[config.mk]
export PLATFORM = sky130hd
export DESIGN_NAME = keypad_scanner_param
export DESIGN_NICKNAME = d
export VERILOG_FILES = /design/src/rtl/keypad_pkg.sv /design/src/rtl/keypad_sync.sv /design/src/rtl/keypad_scanner_param.sv
export SDC_FILE = /design/constraint.sdc
export NUM_CORES = 1
export LEC_CHECK = 0
export CAP_MARGIN = 40
export CORE_ASPECT_RATIO = 1.2
export CORE_MARGIN = 2
export CORE_UTILIZATION = 40
export CTS_BUF_LIST = sky130_fd_sc_hd__clkbuf_2
export CTS_CLUSTER_DIAMETER = 150
export DETAILED_ROUTE_END_ITERATION = 8
export SYNTH_ARGS = -nofsm -noshare
export SYNTH_HDL_FRONTEND = slang
export SYNTH_HIERARCHICAL = 1
export SYNTH_SLANG_ARGS = --single-unit
[constraint.sdc]
create_clock -name clk -period 3.45 [get_ports clk]
set_input_delay 0.345 -clock clk [delete_from_list [all_inputs] [get_ports clk]]
set_output_delay 0.345 -clock clk [all_outputs]
set_load 0.01 [all_outputs]
[src/rtl/keypad_pkg.sv]
// Shared types and helpers for the matrix-keypad scanner.
package keypad_pkg;

  typedef enum logic [1:0] {
    SCAN     = 2'd0,
    DEBOUNCE = 2'd1,
    HELD     = 2'd2
  } scan_state_t;

  // True when exactly one bit of v is set.
  function automatic logic onehot_chk(input logic [7:0] v);
    return (v != 8'd0) && ((v & (v - 8'd1)) == 8'd0);
  endfunction

  // Encode a one-hot row vector to its bit position (0 when empty).
  function automatic logic [2:0] row_index(input logic [7:0] v);
    logic [2:0] idx;
    idx = 3'd0;
    for (int i = 0; i < 8; i++) begin
      if (v[i]) idx = 3'(i);
    end
    return idx;
  endfunction

endpackage

[src/rtl/keypad_sync.sv]
// Two-flop synchroniser for asynchronous keypad row lines.
module keypad_sync #(
  parameter int W = 4
) (
  input  logic         clk,
  input  logic         n_reset,
  input  logic [W-1:0] d,
  output logic [W-1:0] q
);

  logic [W-1:0] meta_q;
  logic [W-1:0] sync_q;

  // Metastability stage followed by the resolved stage.
  always_ff @(posedge clk or negedge n_reset) begin
    if (!n_reset) begin
      meta_q <= '0;
      sync_q <= '0;
    end else begin
      meta_q <= d;
      sync_q <= meta_q;
    end
  end

  assign q = sync_q;

endmodule

[src/rtl/keypad_scanner_param.sv]
// Matrix-keypad scanner: one-hot column drive, debounced press/release,
// single-key strobe with hold/release status and a multi-key indication.
module keypad_scanner_param
  import keypad_pkg::*;
#(
  parameter int N_ROWS        = 4,
  parameter int N_COLS        = 4,
  parameter int DWELL_CYCLES  = 262144,
  parameter int SETTLE_CYCLES = 16,
  parameter int DB_CYCLES     = 65536,
  parameter int KEY_W         = $clog2(N_ROWS * N_COLS)
) (
  input  logic              clk,
  input  logic              n_reset,
  input  logic [N_ROWS-1:0] rows_raw,
  output logic [N_COLS-1:0] columns,
  output logic [KEY_W-1:0]  key_code,
  output logic              key_valid,
  output logic              key_held,
  output logic              key_release,
  output logic              multi_key
);

  localparam int CI_W = $clog2(N_COLS);
  localparam int DW_W = (DWELL_CYCLES > 1) ? $clog2(DWELL_CYCLES) : 1;
  localparam int DB_W = $clog2(DB_CYCLES + 1);

  logic [N_ROWS-1:0] rows_sync;

  scan_state_t       state_q,       state_d;
  logic [CI_W-1:0]   col_idx_q,     col_idx_d;
  logic [DW_W-1:0]   dwell_cnt_q,   dwell_cnt_d;
  logic [DB_W-1:0]   db_cnt_q,      db_cnt_d;
  logic [DB_W-1:0]   rel_cnt_q,     rel_cnt_d;
  logic [N_ROWS-1:0] cap_rows_q,    cap_rows_d;
  logic [KEY_W-1:0]  key_code_q,    key_code_d;
  logic              key_valid_q,   key_valid_d;
  logic              key_held_q,    key_held_d;
  logic              key_release_q, key_release_d;
  logic              multi_key_q,   multi_key_d;
  logic [CI_W-1:0]   col_next;

  keypad_sync #(.W(N_ROWS)) u_sync (
    .clk     (clk),
    .n_reset (n_reset),
    .d       (rows_raw),
    .q       (rows_sync)
  );

  // Column index after the current one, wrapping at the last column.
  always_comb begin
    col_next = col_idx_q + 1'b1;
    if (col_idx_q == CI_W'(N_COLS - 1)) col_next = '0;
  end

  // Scan / debounce / held sequencing and strobe generation.
  always_comb begin
    state_d       = state_q;
    col_idx_d     = col_idx_q;
    dwell_cnt_d   = dwell_cnt_q;
    db_cnt_d      = db_cnt_q;
    rel_cnt_d     = rel_cnt_q;
    cap_rows_d    = cap_rows_q;
    key_code_d    = key_code_q;
    key_valid_d   = 1'b0;
    key_release_d = 1'b0;
    multi_key_d   = 1'b0;
    // Held rises the cycle after the accept strobe.
    key_held_d    = key_held_q | key_valid_q;

    case (state_q)
      SCAN: begin
        if (dwell_cnt_q >= DW_W'(SETTLE_CYCLES) && rows_sync != '0) begin
          cap_rows_d = rows_sync;
          db_cnt_d   = DB_W'(1);
          state_d    = DEBOUNCE;
        end else if (dwell_cnt_q == DW_W'(DWELL_CYCLES - 1)) begin
          col_idx_d   = col_next;
          dwell_cnt_d = '0;
        end else begin
          dwell_cnt_d = dwell_cnt_q + 1'b1;
        end
      end

      DEBOUNCE: begin
        if (rows_sync != cap_rows_q) begin
          // Bounce: drop the candidate silently and move on.
          col_idx_d   = col_next;
          dwell_cnt_d = '0;
          db_cnt_d    = '0;
          state_d     = SCAN;
        end else if (db_cnt_q >= DB_W'(DB_CYCLES - 1)) begin
          db_cnt_d  = DB_W'(DB_CYCLES);
          rel_cnt_d = '0;
          state_d   = HELD;
          if (onehot_chk(8'(cap_rows_q))) begin
            key_code_d  = KEY_W'(row_index(8'(cap_rows_q))) * KEY_W'(N_COLS)
                        + KEY_W'(col_idx_q);
            key_valid_d = 1'b1;
          end else begin
            multi_key_d = 1'b1;
          end
        end else begin
          db_cnt_d = db_cnt_q + 1'b1;
        end
      end

      HELD: begin
        // Pattern changes while held are ignored; only all-clear counts.
        if (rows_sync == '0) begin
          if (rel_cnt_q >= DB_W'(DB_CYCLES - 1)) begin
            key_release_d = 1'b1;
            key_held_d    = 1'b0;
            col_idx_d     = col_next;
            dwell_cnt_d   = '0;
            db_cnt_d      = '0;
            rel_cnt_d     = '0;
            state_d       = SCAN;
          end else begin
            rel_cnt_d = rel_cnt_q + 1'b1;
          end
        end else begin
          rel_cnt_d = '0;
        end
      end

      default: begin
        state_d     = SCAN;
        dwell_cnt_d = '0;
      end
    endcase
  end

  // State and output registers.
  always_ff @(posedge clk or negedge n_reset) begin
    if (!n_reset) begin
      state_q       <= SCAN;
      col_idx_q     <= '0;
      dwell_cnt_q   <= '0;
      db_cnt_q      <= '0;
      rel_cnt_q     <= '0;
      cap_rows_q    <= '0;
      key_code_q    <= '0;
      key_valid_q   <= 1'b0;
      key_held_q    <= 1'b0;
      key_release_q <= 1'b0;
      multi_key_q   <= 1'b0;
    end else begin
      state_q       <= state_d;
      col_idx_q     <= col_idx_d;
      dwell_cnt_q   <= dwell_cnt_d;
      db_cnt_q      <= db_cnt_d;
      rel_cnt_q     <= rel_cnt_d;
      cap_rows_q    <= cap_rows_d;
      key_code_q    <= key_code_d;
      key_valid_q   <= key_valid_d;
      key_held_q    <= key_held_d;
      key_release_q <= key_release_d;
      multi_key_q   <= multi_key_d;
    end
  end

  assign columns     = N_COLS'(1) << col_idx_q;
  assign key_code    = key_code_q;
  assign key_valid   = key_valid_q;
  assign key_held    = key_held_q;
  assign key_release = key_release_q;
  assign multi_key   = multi_key_q;

endmodule

Word-level counts from Yosys, hierarchy flattened
Cells that the tools add are included.

$add $sub $neg: 6. Multipliers: 0. Divide/modulo/power cells: 0. $lt $le $gt $ge: 3. Equality and inequality tests: 14. Shifts and indexed selects: 1. Mux-type cells: 51. Bitwise operators: 3. Reduce and logical (&&, ||, !) cells: 16.

Operators by type and width (count): 17-bit 2-to-1 mux (9); 18-bit 2-to-1 mux (5); 18-bit one-hot mux with 3 select lines (1); 17-bit one-hot mux with 3 select lines (1); 17-bit by 1-bit adder with 17-bit output (second input constant) (2); 17-bit by 16-bit >= comparator with 1-bit output (second input constant) (2); 2-bit 2-to-1 mux (17); 17-bit one-hot mux with 2 select lines (1); 18-bit by 1-bit adder with 18-bit output (second input constant) (1); 18-bit equality test (second input constant) (1); 18-bit by 5-bit >= comparator with 1-bit output (second input constant) (1); 2-bit inequality test (second input constant) (8); 4-bit AND reduction (4); 1-bit 2-to-1 mux (15); 2-bit one-hot mux with 3 select lines (2); 4-bit by 8-bit bitwise AND with 8-bit output (1); 8-bit zero test (1); 4-bit nonzero test (2); 6-bit AND reduction (1); 4-bit by 1-bit subtractor with 5-bit output (second input constant) (1); 4-bit by 2-bit adder with 4-bit output (1); 2-bit equality test (second input constant) (2); 4-bit zero test (1); 4-bit inequality test (1); 12 further kinds (13).

Flip-flop bits (word level): 76. Bits in latches: 0. Bits in writable memories: 0. Bits in read-only memories: 0. Output and inout port bits: 12. Memories kept: 0.

Longest topological paths before layout
Word-level depth: 9. Mapped depth: 13.

Hierarchy
Netlist, hierarchy kept.

Modules (own cells, without submodules): keypad_scanner_param (instances 1, cells an instance 430, area an instance 3872.5 um^2); keypad_sync (instances 1, cells an instance 8, area an instance 200.2 um^2).

Worst setup path before layout
No wires, ideal clock.

Path type: reg2reg. Start: reg rel_cnt_q[0]. End: reg col_idx_q[0]. Library setup time: 0.127 ns. Arrival: 2.535 ns. Data required time: 3.323 ns. Setup slack: 0.788 ns. Stages on the path, launching flop included: 12. Clock period less this slack: 2.662 ns. Path through: dfrtp_1 ha_1 nand4_1 nor3_1 and3_1 ha_1 nor2_1 o21ai_1 a31oi_1 or3_4 or3b_1 mux2_1.

Word-level cells in the longest chain between the ends: 3.

RTL lines: start, declared (RTL line keypad_scanner_param.sv:34) `logic [DB_W-1:0] rel_cnt_q, rel_cnt_d;`; start signal, assigned (RTL line keypad_scanner_param.sv:153) `rel_cnt_q <= rel_cnt_d;`; 17-bit by 16-bit >= comparator with 1-bit output (RTL line keypad_scanner_param.sv:111) `if (rel_cnt_q >= DB_W'(DB_CYCLES - 1)) begin`; 2-bit inequality test (no source line); 6-bit AND reduction (no source line); end signal, assigned (RTL line keypad_scanner_param.sv:150) `col_idx_q <= col_idx_d;`; end, declared (RTL line keypad_scanner_param.sv:31) `logic [CI_W-1:0] col_idx_q, col_idx_d;`.

Every way passes these cells. A chain may end at the register's enable or synchronous reset.

Final worst setup path
Start: reg db_cnt_q[0]. End: reg db_cnt_q[6].

Word-level cells in the longest chain between the ends: 4. Elaborated cells between the ends (all ways): 5. Classes of those cells: add/sub: 1; order compare: 1; mux: 3.

RTL lines: start, declared (RTL line keypad_scanner_param.sv:33) `logic [DB_W-1:0] db_cnt_q, db_cnt_d;`; start signal, assigned (RTL line keypad_scanner_param.sv:152) `db_cnt_q <= db_cnt_d;`; 17-bit by 1-bit adder with 17-bit output or 17-bit by 16-bit >= comparator with 1-bit output (tied branches) (RTL line keypad_scanner_param.sv:104, keypad_scanner_param.sv:92); 17-bit 2-to-1 mux (*) (RTL line keypad_scanner_param.sv:92) `end else if (db_cnt_q >= DB_W'(DB_CYCLES - 1)) begin`; 17-bit 2-to-1 mux (*) (RTL line keypad_scanner_param.sv:86) `if (rows_sync != cap_rows_q) begin`; 17-bit one-hot mux with 3 select lines (*) (RTL line keypad_scanner_param.sv:71) `case (state_q)`.

Mark *: on every way between the ends. The rest lies on a longest branch, timed or not.

==> results.json <==
{
  "cts_buffers": 9,
  "antenna_found_initial": 0,
  "clock.fmax_mhz": 329,
  "hp-start": "rows_raw[0]",
  "hp-class": "in -> reg",
  "tightest_slew_ps": 650,
  "netlist.area_leader.share_pct": 46.7,
  "fin_crit_ps": 3040,
  "grt_pass1_wl_mm": 15.6,
  "final_common_cell": "dfrtp_1",
  "clkTransAtPathRegs_ps": 200,
  "worstSetupStartpoint": "db_cnt_q[0]",
  "start_kind": "register",
  "ios": 18,
  "num_rows": 40,
  "routedWlPerCell_um": 15.1,
  "slowest_delay_ps": 650,
  "ys_ff_latch": 76,
  "synth-async-reset-ratio_pct": 100,
  "synth_ff_type": "dfrtp_1",
  "fin_tns_setup_ps": 0,
  "final_max_slew_viol_count": 0,
  "antenna_left": 0,
  "insertion_delay_ps": 550,
  "outcome": "finished, final reports clean",
  "crit_path_top_delay_cell": "or4b_2",
  "cts_tree": "done",
  "avgSynthCellArea_um2": 9.30,
  "leakage_nw": 1.90,
  "clock_sinks": 76,
  "area_delta_synth_final_pct": 11.3,
  "worstPathCellList": "ha_1, and3_1, nand4_1, nor2_1, ha_1, or4b_2, nor2_1, nand3_1, o31ai_1",
  "skew_ps": 19.8,
  "timing.slew.headroom_pct": 56.7,
  "initial_core_util_pct": 40.9,
  "cts_setup_buffers": 0,
  "final_util_pct": 45.5,
  "cts_root_buf": "clkbuf_2",
  "yosys.area.top_type": "dfrtp_1",
  "fin_crit_sh_pct": 88.2,
  "synthTopCellsByArea": "dfrtp_1 (47%), o21ai_0 (6.5%), o31ai_1 (4.8%), ha_1 (4.3%), nand3_1 (3.6%)",
  "synth-edff-count": 0,
  "dp_cells": 571,
  "ir_drop_mv": 0.203,
  "track_usage_pct": 18.1,
  "grt.overflow.total": 0,
  "cap_violations": 0,
  "cp_num_buf_inv": 0,
  "hold_viol_final": 0,
  "synth_area_mm2": 0.00407,
  "nets": 477,
  "path_class": "reg -> reg",
  "cp-end-kind": "register",
  "clock_path_buffers": 2,
  "vias": 3361,
  "setup_viol": 0,
  "cts_max_level": 3,
  "drt-total-wl_mm": 8.85,
  "synth_warnings": 6,
  "grt_pass1_vias": 3283,
  "drc": 0,
  "drtIter0Drc": 148,
  "dieArea_mm2": 0.0110,
  "place_hpwl_mm": 6.23,
  "critPathTopFamily": "simple AND/OR/NAND/NOR gates",
  "rsz0062_at_grt": "no",
  "grt_max_degree": 44,
  "ys_types": 51,
  "via_per_inst": 5.73,
  "io_buffers": 17,
  "layoutNonFillerInstCount": 587,
  "layout_common_cells": "dfrtp_1 (76), o21ai_0 (53), nor2_1 (31)",
  "cp_max_fo": 12,
  "die_y_um": 115,
  "synth_fp_nets": 458,
  "drt-pass1-iter-count": 4,
  "fp.dieW_um": 96.1,
  "yosysSeqAreaShare_pct": 46.7,
  "required_ps": 3920,
  "place_congestion": 0.800,
  "timing.hold.ws_ps": 210,
  "r2r-start": "db_cnt_q[0]",
  "worstPathArrival_ps": 3510,
  "syn_inst": 438,
  "coreArea_mm2": 0.00996,
  "power_density_mw_per_mm2": 487,
  "insertedDiodeCount": 0,
  "drive_gt1_share_pct": 8.03
}
## where the power goes
part           switching [mW]  leakage, nW  internal [mW]  total (mW)
logic                   0.356        0.806          0.266       0.621
clock network           0.314       0.0728          0.230       0.544
registers              0.0839         1.02          0.957        1.04
total                   0.754         1.90           1.45        2.21
## Yosys cell counts, types with 5 or more instances
| master | instances |
|---|---|
| nor4_1 | 7 |
| o21ai_1 | 6 |
| o21ai_0 | 53 |
| nand4_1 | 12 |
| mux2_2 | 6 |
| ha_1 | 14 |
| nor2b_1 | 6 |
| clkbuf_1 | 16 |
| a31oi_1 | 7 |
| inv_1 | 17 |
| nor3_1 | 12 |
| nand3_1 | 29 |
| nor3b_1 | 6 |
| or3_1 | 5 |
| and3_1 | 14 |
| nand2b_1 | 9 |
| dfrtp_1 | 76 |
| a21oi_1 | 7 |
| nand2_1 | 30 |
| nor2_1 | 31 |
| o31ai_1 | 26 |
## cell type report
class                   count  area (µm²)
fillers                   948        5430
clock buffers               9        45.0
repair buffers             27         258
clock inverters             6        80.1
flip-flops and latches     76        1900
multi-input cells         326        2030
well taps                 126         158
inverters                  17        63.8
## flip-flops by register name, indices dropped and copies added, names as in the netlist
| signal | flops |
|---|---|
| rel_cnt_q | 17 |
| dwell_cnt_q | 18 |
| multi_key | 1 |
| key_held | 1 |
| key_release | 1 |
| db_cnt_q | 17 |
| u_sync/q | 4 |
| cap_rows_q | 4 |
| col_idx_q | 2 |
| state_q | 2 |
| u_sync/meta_q | 4 |
| key_code | 4 |
| key_valid | 1 |
## per-layer routing
layer  part of all wire, %  wire length [µm]  track usage (%)
met1                    45              3970             23.6
met2                    50              4460             29.3
met3                   3.4               298             3.29
met4                   1.5               129             7.43
met5                     0                 0                0
## metrics by stage
step,worst slack [ps],total power [mW],area (µm²)
3_3_place_gp,435,1.66,4370
2_1_floorplan,788,1.48,4070
3_5_place_dp,322,1.68,4390
6_report,407,2.21,4530
4_1_cts,291,2.23,4530
5_1_grt,68.3,2.35,4530
## worst reg2reg max path: stages, from the launching register on
cell,delay (ps)
dfrtp_1,470
ha_1,260
and3_1,240
nand4_1,100
nor2_1,60
ha_1,200
or4b_2,650
nor2_1,220
nand3_1,410
o31ai_1,360
## cell families after synthesis
group | Yosys count | synth area share (%)
buffers and inverters | 36 | 3.63
XOR/XNOR | 2 | 0.430
AO/OA/AOI/OAI | 119 | 18.0
adder cells (fa/ha/maj) | 14 | 4.30
AND/OR/NAND/NOR | 181 | 24.3
multiplexers | 10 | 2.70
flip-flops | 76 | 46.7
## path summary, 6_finish.rpt
kind / depth (start not counted) / slack (ps) / to
worst max-delay path: 9 / 410 / db_cnt_q[6]
worst min-delay path: 1 / 210 / u_sync/meta_q[0]
worst max register to register: 9 / 410 / db_cnt_q[6]
worst min register to register: 0 / 360 / u_sync/q[3]
max in group asynchronous: 3 / 2620 / u_sync/q[2]
min in group asynchronous: 2 / 260 / db_cnt_q[15]
## timing repair
| item | CTS | global route |
|---|---|---|
| hold buffers | 1 | 0 |
| endpoints found under the hold margin | 33 | 0 |
| resized for setup | 0 | 2 |
| endpoints found under the setup margin | 0 | 1 |
Note: power is estimated with default switching activity, not from simulation.
